==> config.mk <==
export PLATFORM = sky130hd
export DESIGN_NAME = button_event_detector
export DESIGN_NICKNAME = d
export VERILOG_FILES = /design/src/rtl/btn_event_pkg.sv /design/src/rtl/button_event_detector.sv
export SDC_FILE = /design/constraint.sdc
export NUM_CORES = 1
export LEC_CHECK = 0
export BUFFER_PORTS_ARGS = -buffer_cell sky130_fd_sc_hd__buf_2
export CAP_MARGIN = 25
export CORE_MARGIN = 2
export CORE_UTILIZATION = 40
export DETAILED_ROUTE_END_ITERATION = 8
export PLACE_DENSITY = 0.56
export SLEW_MARGIN = 40
export SYNTH_ARGS = -nofsm -noshare
export SYNTH_HDL_FRONTEND = slang
export SYNTH_SLANG_ARGS = --single-unit
==> constraint.sdc <==
create_clock -name clock -period 4.7 [get_ports clock]
set_input_delay 0.705 -clock clock [delete_from_list [all_inputs] [get_ports clock]]
set_output_delay 0.705 -clock clock [all_outputs]
set_load 0.03 [all_outputs]
==> src/rtl/btn_event_pkg.sv <==
// btn_event_pkg
//   Shared types and constants for button_event_detector.
//   - state_t    : 2-bit FSM state encoding
//   - events_t   : bundle of the single-cycle event pulses
//   - DEFAULT_*  : cycle constants for a 100 MHz clock
//                  (0.5 s long press, 0.1 s repeat)
//   - PRESS_CNT_W: width of the wrap-around press counter
package btn_event_pkg;

  typedef enum logic [1:0] {
    WAIT_RELEASE = 2'd0,
    IDLE         = 2'd1,
    PRESSED      = 2'd2,
    HELD         = 2'd3
  } state_t;

  // Pulses that leave the block as registered one-cycle strobes.
  // Repeat is kept separate because it only exists in the auto-repeat build.
  typedef struct packed {
    logic press;
    logic rel;
    logic shrt;
    logic lng;
  } events_t;

  localparam int unsigned DEFAULT_LONG_PRESS_CYCLES = 50_000_000;
  localparam int unsigned DEFAULT_REPEAT_CYCLES     = 10_000_000;
  localparam int unsigned DEFAULT_CNT_W             = 27;
  localparam int unsigned PRESS_CNT_W               = 8;

endpackage : btn_event_pkg

==> src/rtl/button_event_detector.sv <==
// button_event_detector
//   Turns the debounced button level into single-cycle event pulses
//   (press, release, short press, long press, optional auto-repeat) and
//   keeps a modulo-256 count of accepted presses.
//
//   Build option: define BTN_AUTO_REPEAT_EN to emit repeat_pulse every
//   REPEAT_CYCLES while the button stays held after the long-press point.
//   Without it repeat_pulse is constant 0 and REPEAT_CYCLES is unused.
//
// Ports
//   clock         in   system clock, rising edge
//   reset         in   synchronous, active-high reset
//   btn_in        in   debounced button level, 1 = pressed
//   press_pulse   out  one cycle on an accepted press
//   release_pulse out  one cycle on a release from PRESSED or HELD
//   short_pulse   out  one cycle on a release before the long threshold
//   long_pulse    out  one cycle when the long threshold is reached
//   repeat_pulse  out  one cycle per auto-repeat interval
//   held          out  high while in PRESSED or HELD
//   press_count   out  accepted presses, modulo 256
module button_event_detector
  import btn_event_pkg::*;
#(
  parameter int unsigned LONG_PRESS_CYCLES = DEFAULT_LONG_PRESS_CYCLES,
  parameter int unsigned REPEAT_CYCLES     = DEFAULT_REPEAT_CYCLES,
  parameter int unsigned CNT_W             = DEFAULT_CNT_W
) (
  input  logic                   clock,
  input  logic                   reset,
  input  logic                   btn_in,
  output logic                   press_pulse,
  output logic                   release_pulse,
  output logic                   short_pulse,
  output logic                   long_pulse,
  output logic                   repeat_pulse,
  output logic                   held,
  output logic [PRESS_CNT_W-1:0] press_count
);

  // Elaboration-time sanity checks on the timing parameters.
  if (LONG_PRESS_CYCLES < 2 || 64'(LONG_PRESS_CYCLES) > (64'd1 << CNT_W)) begin : g_bad_long
    $error("LONG_PRESS_CYCLES must be >= 2 and fit in CNT_W");
  end
  if (REPEAT_CYCLES < 2 || 64'(REPEAT_CYCLES) > (64'd1 << CNT_W)) begin : g_bad_repeat
    $error("REPEAT_CYCLES must be >= 2 and fit in CNT_W");
  end

  // The counter runs from 0 to terminal-1, so it can never overflow.
  localparam logic [CNT_W-1:0] LONG_TERM = CNT_W'(LONG_PRESS_CYCLES - 1);
`ifdef BTN_AUTO_REPEAT_EN
  localparam logic [CNT_W-1:0] REPEAT_TERM = CNT_W'(REPEAT_CYCLES - 1);
`endif

  state_t                 state_q, state_d;
  logic [CNT_W-1:0]       cnt_q, cnt_d;
  logic [PRESS_CNT_W-1:0] count_d;
  events_t                ev_q, ev_d;
  logic                   held_d;
`ifdef BTN_AUTO_REPEAT_EN
  logic                   rpt_q, rpt_d;
`endif

  // State, counter and output registers.
  // NOTE: sequential state uses non-blocking (<=) so every register samples
  // the pre-edge values of the others, independent of statement order.
  always_ff @(posedge clock) begin
    // NOTE: only this handful of flops exists, so all of them are reset;
    // the reset is synchronous because the surrounding lab logic is.
    if (reset) begin
      state_q     <= WAIT_RELEASE;
      cnt_q       <= '0;
      press_count <= '0;
      ev_q        <= '0;
      held        <= 1'b0;
`ifdef BTN_AUTO_REPEAT_EN
      rpt_q       <= 1'b0;
`endif
    end else begin
      state_q     <= state_d;
      cnt_q       <= cnt_d;
      press_count <= count_d;
      ev_q        <= ev_d;
      held        <= held_d;
`ifdef BTN_AUTO_REPEAT_EN
      rpt_q       <= rpt_d;
`endif
    end
  end

  // Next-state, counter and press-count logic.
  // NOTE: every variable gets a default before the case so that no path
  // leaves one unassigned, which would infer a latch.
  always_comb begin
    state_d = state_q;
    cnt_d   = cnt_q;
    count_d = press_count;
    unique case (state_q)
      WAIT_RELEASE: begin
        // A button still down after reset must be let go before it counts.
        if (!btn_in) state_d = IDLE;
      end
      IDLE: begin
        if (btn_in) begin
          state_d = PRESSED;
          cnt_d   = '0;
          count_d = press_count + PRESS_CNT_W'(1);
        end
      end
      PRESSED: begin
        // Release is tested first so it wins over the terminal count.
        if (!btn_in) begin
          state_d = IDLE;
        end else if (cnt_q == LONG_TERM) begin
          state_d = HELD;
          cnt_d   = '0;
        end else begin
          cnt_d = cnt_q + CNT_W'(1);
        end
      end
      HELD: begin
        if (!btn_in) begin
          state_d = IDLE;
        end
`ifdef BTN_AUTO_REPEAT_EN
        else if (cnt_q == REPEAT_TERM) begin
          cnt_d = '0;
        end else begin
          cnt_d = cnt_q + CNT_W'(1);
        end
`endif
      end
      default: state_d = WAIT_RELEASE;
    endcase
  end

  // Event decode: the values the output registers take at this edge.
  always_comb begin
    ev_d   = '0;
    held_d = 1'b0;
`ifdef BTN_AUTO_REPEAT_EN
    rpt_d  = 1'b0;
`endif
    unique case (state_q)
      IDLE: begin
        ev_d.press = btn_in;
        held_d     = btn_in;
      end
      PRESSED: begin
        ev_d.rel  = !btn_in;
        ev_d.shrt = !btn_in;
        ev_d.lng  = btn_in && (cnt_q == LONG_TERM);
        held_d    = btn_in;
      end
      HELD: begin
        ev_d.rel = !btn_in;
        held_d   = btn_in;
`ifdef BTN_AUTO_REPEAT_EN
        rpt_d    = btn_in && (cnt_q == REPEAT_TERM);
`endif
      end
      default: ;
    endcase
  end

  assign press_pulse   = ev_q.press;
  assign release_pulse = ev_q.rel;
  assign short_pulse   = ev_q.shrt;
  assign long_pulse    = ev_q.lng;
`ifdef BTN_AUTO_REPEAT_EN
  assign repeat_pulse  = rpt_q;
`else
  assign repeat_pulse  = 1'b0;
`endif

endmodule : button_event_detector

==> results.yml, run 1 <==
global_route:
  gr-total-overflow: 0
  grt_max_degree: 28
  grt_pass1_wl_mm: 9.29
  grt_pass1_vias: 1827
  antenna_found_initial: 0
  track_usage_pct: 18.4
placed_design:
  dp.cells: 342
  gp_congestion: 0.856
  dp_hpwl_mm: 3.69
  dpl_cell_area_sq_mm: 0.00238
  port_buffers: 15
finish:
  area_delta_synth_final_pct: 8.17
  fin_area_sq_mm: 0.00249
  drive_gt1_share_pct: 14.0
  nNetsFinal: 286
  layout.cells.non_filler: 350
  fin_util_pct: 44.9
  antennaDiodeCount: 0
timing:
  fin_crit_ps: 2510
  worst_slew_pin_slew_ps: 608
  finalSetupViolCount: 0
  final.period_utilization_pct: 53.5
  slew-limit-headroom_pct: 59.1
  final_max_slew_viol_count: 0
  fmax_mhz: 398
  rsz0062_at_grt: "no"
  finalSetupTns_ps: 0
  fin_skew_ps: 6.96
  hold_viol: 0
synthesis:
  synth_area_per_cell_sq_um: 8.51
  synth_warnings: 0
  netlist_instances: 270
  netlist_area_sq_mm: 0.00230
  syn_nets: 279
  synthArstFlopShare_pct: 0
  ys_ff_latch: 42
  synth-seq-area-share_pct: 36.6
  synth_edf_count: 0
  ys_types: 56
  ys.flop_type: "dfxtp_1"
route:
  drt_drc_violations_left: 0
  wl_mm: 5.45
  route.detailed.wl_per_inst_microns: 15.6
  drt-pass1-iter-count: 4
  routed_via_density: 5.79
  ant_nets: 0
  via_count: 2028
  drt_iter0_drc: 133
clocking:
  cts_tree: "yes"
  cts.sinks: 42
  clockBufferDepth: 2
  cts_setup_buffers: 0
  clk_latency_ps: 290
  cts-root-buf: "clkbuf_8"
  ctsHoldBuffers: 0
  clk_pin_slew_worst_paths_ps: 90
  cts_made_buffers: 5
  htreeDepth: 2
  ctsResizeCount: 0
power_and_ir_drop:
  powerDensity_mw_per_mm2: 341
  peakVddDrop_mv: 0.180
  p_leak_nw: 0.918
floorplan:
  core_area_sq_mm: 0.00554
  rows: 27
  die_h_microns: 79.8
  dieArea_sq_mm: 0.00637
  die_x_microns: 79.8
  ios: 17
  initial_core_util_pct: 41.5
job:
  cap_violations: 0
status:
  outcome: "finished clean"
critical_path:
  critPathKind: "reg -> reg"
  crit_path_max_fanout: 17
  crit_chain: "inv_1, ha_1, o21ai_1, nor2b_1, buf_4, and2_1, a41oi_1, o31ai_1"
  end_kind: "flop"
  crit_path_max_incr_delay_ps: 560
  cp_slowest_cell: "nor2b_1"
  worstPathRequired_ps: 4910
  crit_arrival_ps: 2720
  setup.worst_path.start_class: "flop"
worst_hold_path:
  hold_class: "reg -> reg"
-- cells in the mapped netlist, types with 3 or more instances --
cell type | number | area share, %
o22ai_1 | 3 | 0.82
xor2_1 | 8 | 3.0
o21ai_1 | 9 | 2.0
nor3_1 | 5 | 1.1
xnor2_1 | 6 | 2.3
and3_1 | 8 | 2.2
clkbuf_1 | 6 | 0.98
nor4_1 | 8 | 2.2
and4_1 | 5 | 1.9
a31oi_1 | 6 | 1.6
o21ai_0 | 4 | 0.87
nand3_1 | 16 | 3.5
ha_1 | 6 | 3.3
nand4_1 | 16 | 4.4
nand2_1 | 25 | 4.1
nor2b_1 | 5 | 1.4
a21oi_1 | 11 | 2.4
dfxtp_1 | 42 | 37
o311ai_1 | 4 | 1.5
and2_1 | 4 | 1.1
nor2_1 | 17 | 2.8
inv_1 | 6 | 0.98
buf_2 | 5 | 1.1
o31ai_1 | 5 | 1.6
-- area by class of cell --
class                   instances  area [sq um]
clock buffers                   5          68.8
clock inverters                 3          40.0
fillers                       571          3050
inverters                       6          22.5
multi-input cells             206          1340
flip-flops and latches         42           841
well taps                      72          90.1
repair buffers                 16          82.6
-- placed cells by master (no fill, tap or decap), types with 6 or more instances in the layout --
| master | count |
|---|---|
| nor4_1 | 8 |
| nand2_1 | 25 |
| xnor2_1 | 6 |
| a31oi_1 | 6 |
| buf_2 | 15 |
| dfxtp_1 | 42 |
| and3_1 | 8 |
| o21ai_1 | 9 |
| inv_1 | 6 |
| a21oi_1 | 11 |
| nor2_1 | 17 |
| xor2_1 | 8 |
| nand3_1 | 16 |
| ha_1 | 6 |
| nand4_1 | 16 |
-- cell families after synthesis --
family                     Yosys count  synth area share [%]
and+or+nand+nor                    130                  33.4
adders and majority gates            6                  3.27
AOI/OAI and AO/OA                   54                  15.7
xor gates and xnor gates            14                  5.33
buffers and inverters               22                  5.06
DFF                                 42                  36.6
muxes                                1                 0.436
other                                1                 0.163
-- per-layer routing --
metal / track usage (%) / part of all wire, %
met1: 26.9 / 51
met2: 27.9 / 46
met3: 4.07 / 2.5
met4: 3.39 / 0.75
met5: 0 / 0
-- critical path: cells and delay by family, from the launching register on --
kind                       cells  cell delay (ps)
DFF                            1              390
buffers and inverters          2              410
and+or+nand+nor                2              710
adders and majority gates      1              400
AOI/OAI and AO/OA              3              530
-- registers in the layout, indices dropped and copies added (netlist names) --
register       flops
release_pulse      1
state_q            2
cnt_q             27
press_count        8
short_pulse        1
press_pulse        1
long_pulse         1
held               1
-- per-stage QoR --
step                total power, W  worst slack (ps)  hold slack [ps]
global placement          0.000568              2250              449
CTS                       0.000853              2190              462
floorplan                 0.000531              2860              432
global route              0.000893              1960              491
finish                    0.000848              2190              459
detailed placement        0.000571              2180              449
-- worst paths after layout --
path	start	to	slack (ps)	cells past startpoint
setup / recovery	state_q[0]	cnt_q[20]	2190	8
hold reg to reg	cnt_q[23]	cnt_q[23]	460	1
hold / removal	cnt_q[23]	cnt_q[23]	460	1
setup reg to reg	state_q[0]	cnt_q[20]	2190	8
-- where the power goes --
part / leakage, nW / total, W / internal (W) / switching, W
Clock: 0.0579 / 0.000285 / 0.000157 / 0.000128
Sequential: 0.339 / 0.000386 / 0.000372 / 0.0000147
Combinational: 0.521 / 0.000177 / 0.0000574 / 0.000120
Total: 0.918 / 0.000848 / 0.000586 / 0.000262
Note: power is estimated with default switching activity, not from simulation.
==> run 2: changes to the inputs <==
--- a/config.mk
+++ b/config.mk
@@ -10,7 +10,7 @@
 export CORE_MARGIN = 2
 export CORE_UTILIZATION = 40
 export DETAILED_ROUTE_END_ITERATION = 8
-export PLACE_DENSITY = 0.56
+export PLACE_DENSITY = 0.58
 export SLEW_MARGIN = 40
 export SYNTH_ARGS = -nofsm -noshare
 export SYNTH_HDL_FRONTEND = slang
==> constraint.sdc (replaced) <==
create_clock -name clock -period 2.15 [get_ports clock]
set_input_delay 0.3225 -clock clock [delete_from_list [all_inputs] [get_ports clock]]
set_output_delay 0.3225 -clock clock [all_outputs]
set_load 0.03 [all_outputs]
==> run 2 against run 1 <==
Against the previous run: sequential cell count is the same; design area rose by 3.3%; largest cell class unchanged; worst hold slack lost 240 ps; critical endpoint is now cnt_q[15]; utilization up 1.5 points.
==> results.yml, run 2 (same netlist as run 1, synthesis figures left out) <==
timing:
  finalSetupViolCount: 0
  finalSetupTns_ps: 0
  fin_crit_ps: 1940
  final.period_utilization_pct: 90.4
  final_max_slew_viol_count: 0
  hold_ws_ps: 223
  fmax_mhz: 514
  rsz0062_at_grt: "no"
  fin_skew_ps: 9.70
  hold_viol: 0
critical_path:
  cp_slowest_cell: "dfxtp_1"
  crit_path_max_incr_delay_ps: 410
  critPathKind: "reg -> reg"
  worstSetupStartpoint: "cnt_q[0]"
  crit_path_max_fanout: 14
  worstPathRequired_ps: 2340
  r2r-start: "cnt_q[0]"
  path_buf_inv: 1
  setup.worst_path.start_class: "flop"
  crit_arrival_ps: 2130
  end_kind: "flop"
  crit_chain: "ha_1, and3_1, and4_1, a31oi_4, buf_4, a31oi_1, a21oi_1"
  cpLargestDelayFamily: "simple AND/OR/NAND/NOR gates"
clocking:
  cts.sinks: 42
  cts_setup_buffers: 0
  cts_made_buffers: 5
  clk_latency_ps: 300
  htreeDepth: 2
  clk_pin_slew_worst_paths_ps: 90
  cts_tree: "yes"
  cts-root-buf: "clkbuf_8"
  clockBufferDepth: 2
floorplan:
  rows: 27
  ios: 17
  dieArea_sq_mm: 0.00637
  die_h_microns: 79.8
  initial_core_util_pct: 41.5
  core_area_sq_mm: 0.00554
  die_x_microns: 79.8
placed_design:
  port_buffers: 15
  gp_congestion: 0.815
  dp_hpwl_mm: 3.83
  dp.cells: 353
global_route:
  grt_pass1_wl_mm: 9.25
  gr-total-overflow: 0
  grt_max_degree: 23
  track_usage_pct: 18.5
  antenna_found_initial: 0
  grt_pass1_vias: 1955
power_and_ir_drop:
  powerDensity_mw_per_mm2: 697
  peakVddDrop_mv: 0.392
  p_leak_nw: 0.973
route:
  wl_mm: 5.45
  drt_drc_violations_left: 0
  drt_iter0_drc: 104
  route.detailed.wl_per_inst_microns: 15.1
  routed_via_density: 5.70
  via_count: 2057
  ant_nets: 0
  drt-pass1-iter-count: 5
finish:
  fillCellCount: 565
  drive_gt1_share_pct: 17.3
  layout.cells.non_filler: 361
  fin_util_pct: 46.3
  regMostFlops: "cnt_q"
  layout_common_cells: "42 x dfxtp_1, 25 x nand2_1, 17 x nor2_1"
  seq_area_sq_um: 841
  largest_reg_flops: 27
  nNetsFinal: 297
  multi_input_area_sq_mm: 0.00135
  top_regs: "cnt_q (27), press_count (8), state_q (2)"
  antennaDiodeCount: 0
  layout_commonest_cell: "dfxtp_1"
  area_delta_synth_final_pct: 11.7
status:
  outcome: "finished clean"
worst_hold_path:
  worstHoldStart: "reset"
  hold_class: "in -> reg"
job:
  cap_violations: 0
run 2: cell count changes in the layout (fill, tap and decap cells not counted):
cell and delta:
buf_4 +10, buf_12 +1, bufinv_16 -1, clkinv_2 -1, clkinv_4 +1, clkinvlp_4 +1
nand2_2 -1, nand2_4 +1
run 2: final timing paths:
| kind | endpoint | slack (ps) | depth (start not counted) |
|---|---|---|---|
| max | cnt_q[15] | 210 | 7 |
| min | release_pulse | 220 | 2 |
| max reg2reg | cnt_q[15] | 210 | 7 |
| min reg2reg | cnt_q[23] | 490 | 1 |
run 2: worst register-to-register path, stage by stage, from the launching register on:
cell	delay, ps
dfxtp_1	410
ha_1	240
and3_1	250
and4_1	300
a31oi_4	120
buf_4	210
a31oi_1	220
a21oi_1	90
run 2: area by class of cell:
class	count	area share [%]
well taps	72	3.51
inverters	6	0.877
flip-flops and latches	42	32.7
clock buffers	5	2.68
repair buffers	27	6.92
clock inverters	3	0.828
multi-input cells	206	52.4
run 2: where the power goes:
part / internal (W) / leakage (nW) / switching, W
logic: 0.000155 / 0.590 / 0.000267
clock network: 0.000228 / 0.0441 / 0.000295
registers: 0.000812 / 0.339 / 0.0000319
run 2: timing repair:
item / 4_1_cts / 5_1_grt
endpoints found under the setup margin: 0 / 4
gates resized for setup: 0 / 1
hold buffers: 0 / 0
run 2: per-layer routing:
metal | global-route usage, % | wire, microns | vias to the layer above
met2 | 31.3 | 2620 | 47
li1 | - | - | 1032
met3 | 3.73 | 211 | 4
met4 | 5.59 | 33 | 0
met1 | 23.8 | 2590 | 974
met5 | 0 | 0 | -
run 2: metrics by stage:
step	instance area, sq um	setup slack (ps)	total power, W
after floorplan	2300	339	0.00116
after global placement	2470	191	0.00128
after detailed placement	2470	147	0.00128
after CTS	2560	124	0.00181
after global routing	2570	75.7	0.00191
final	2570	206	0.00179
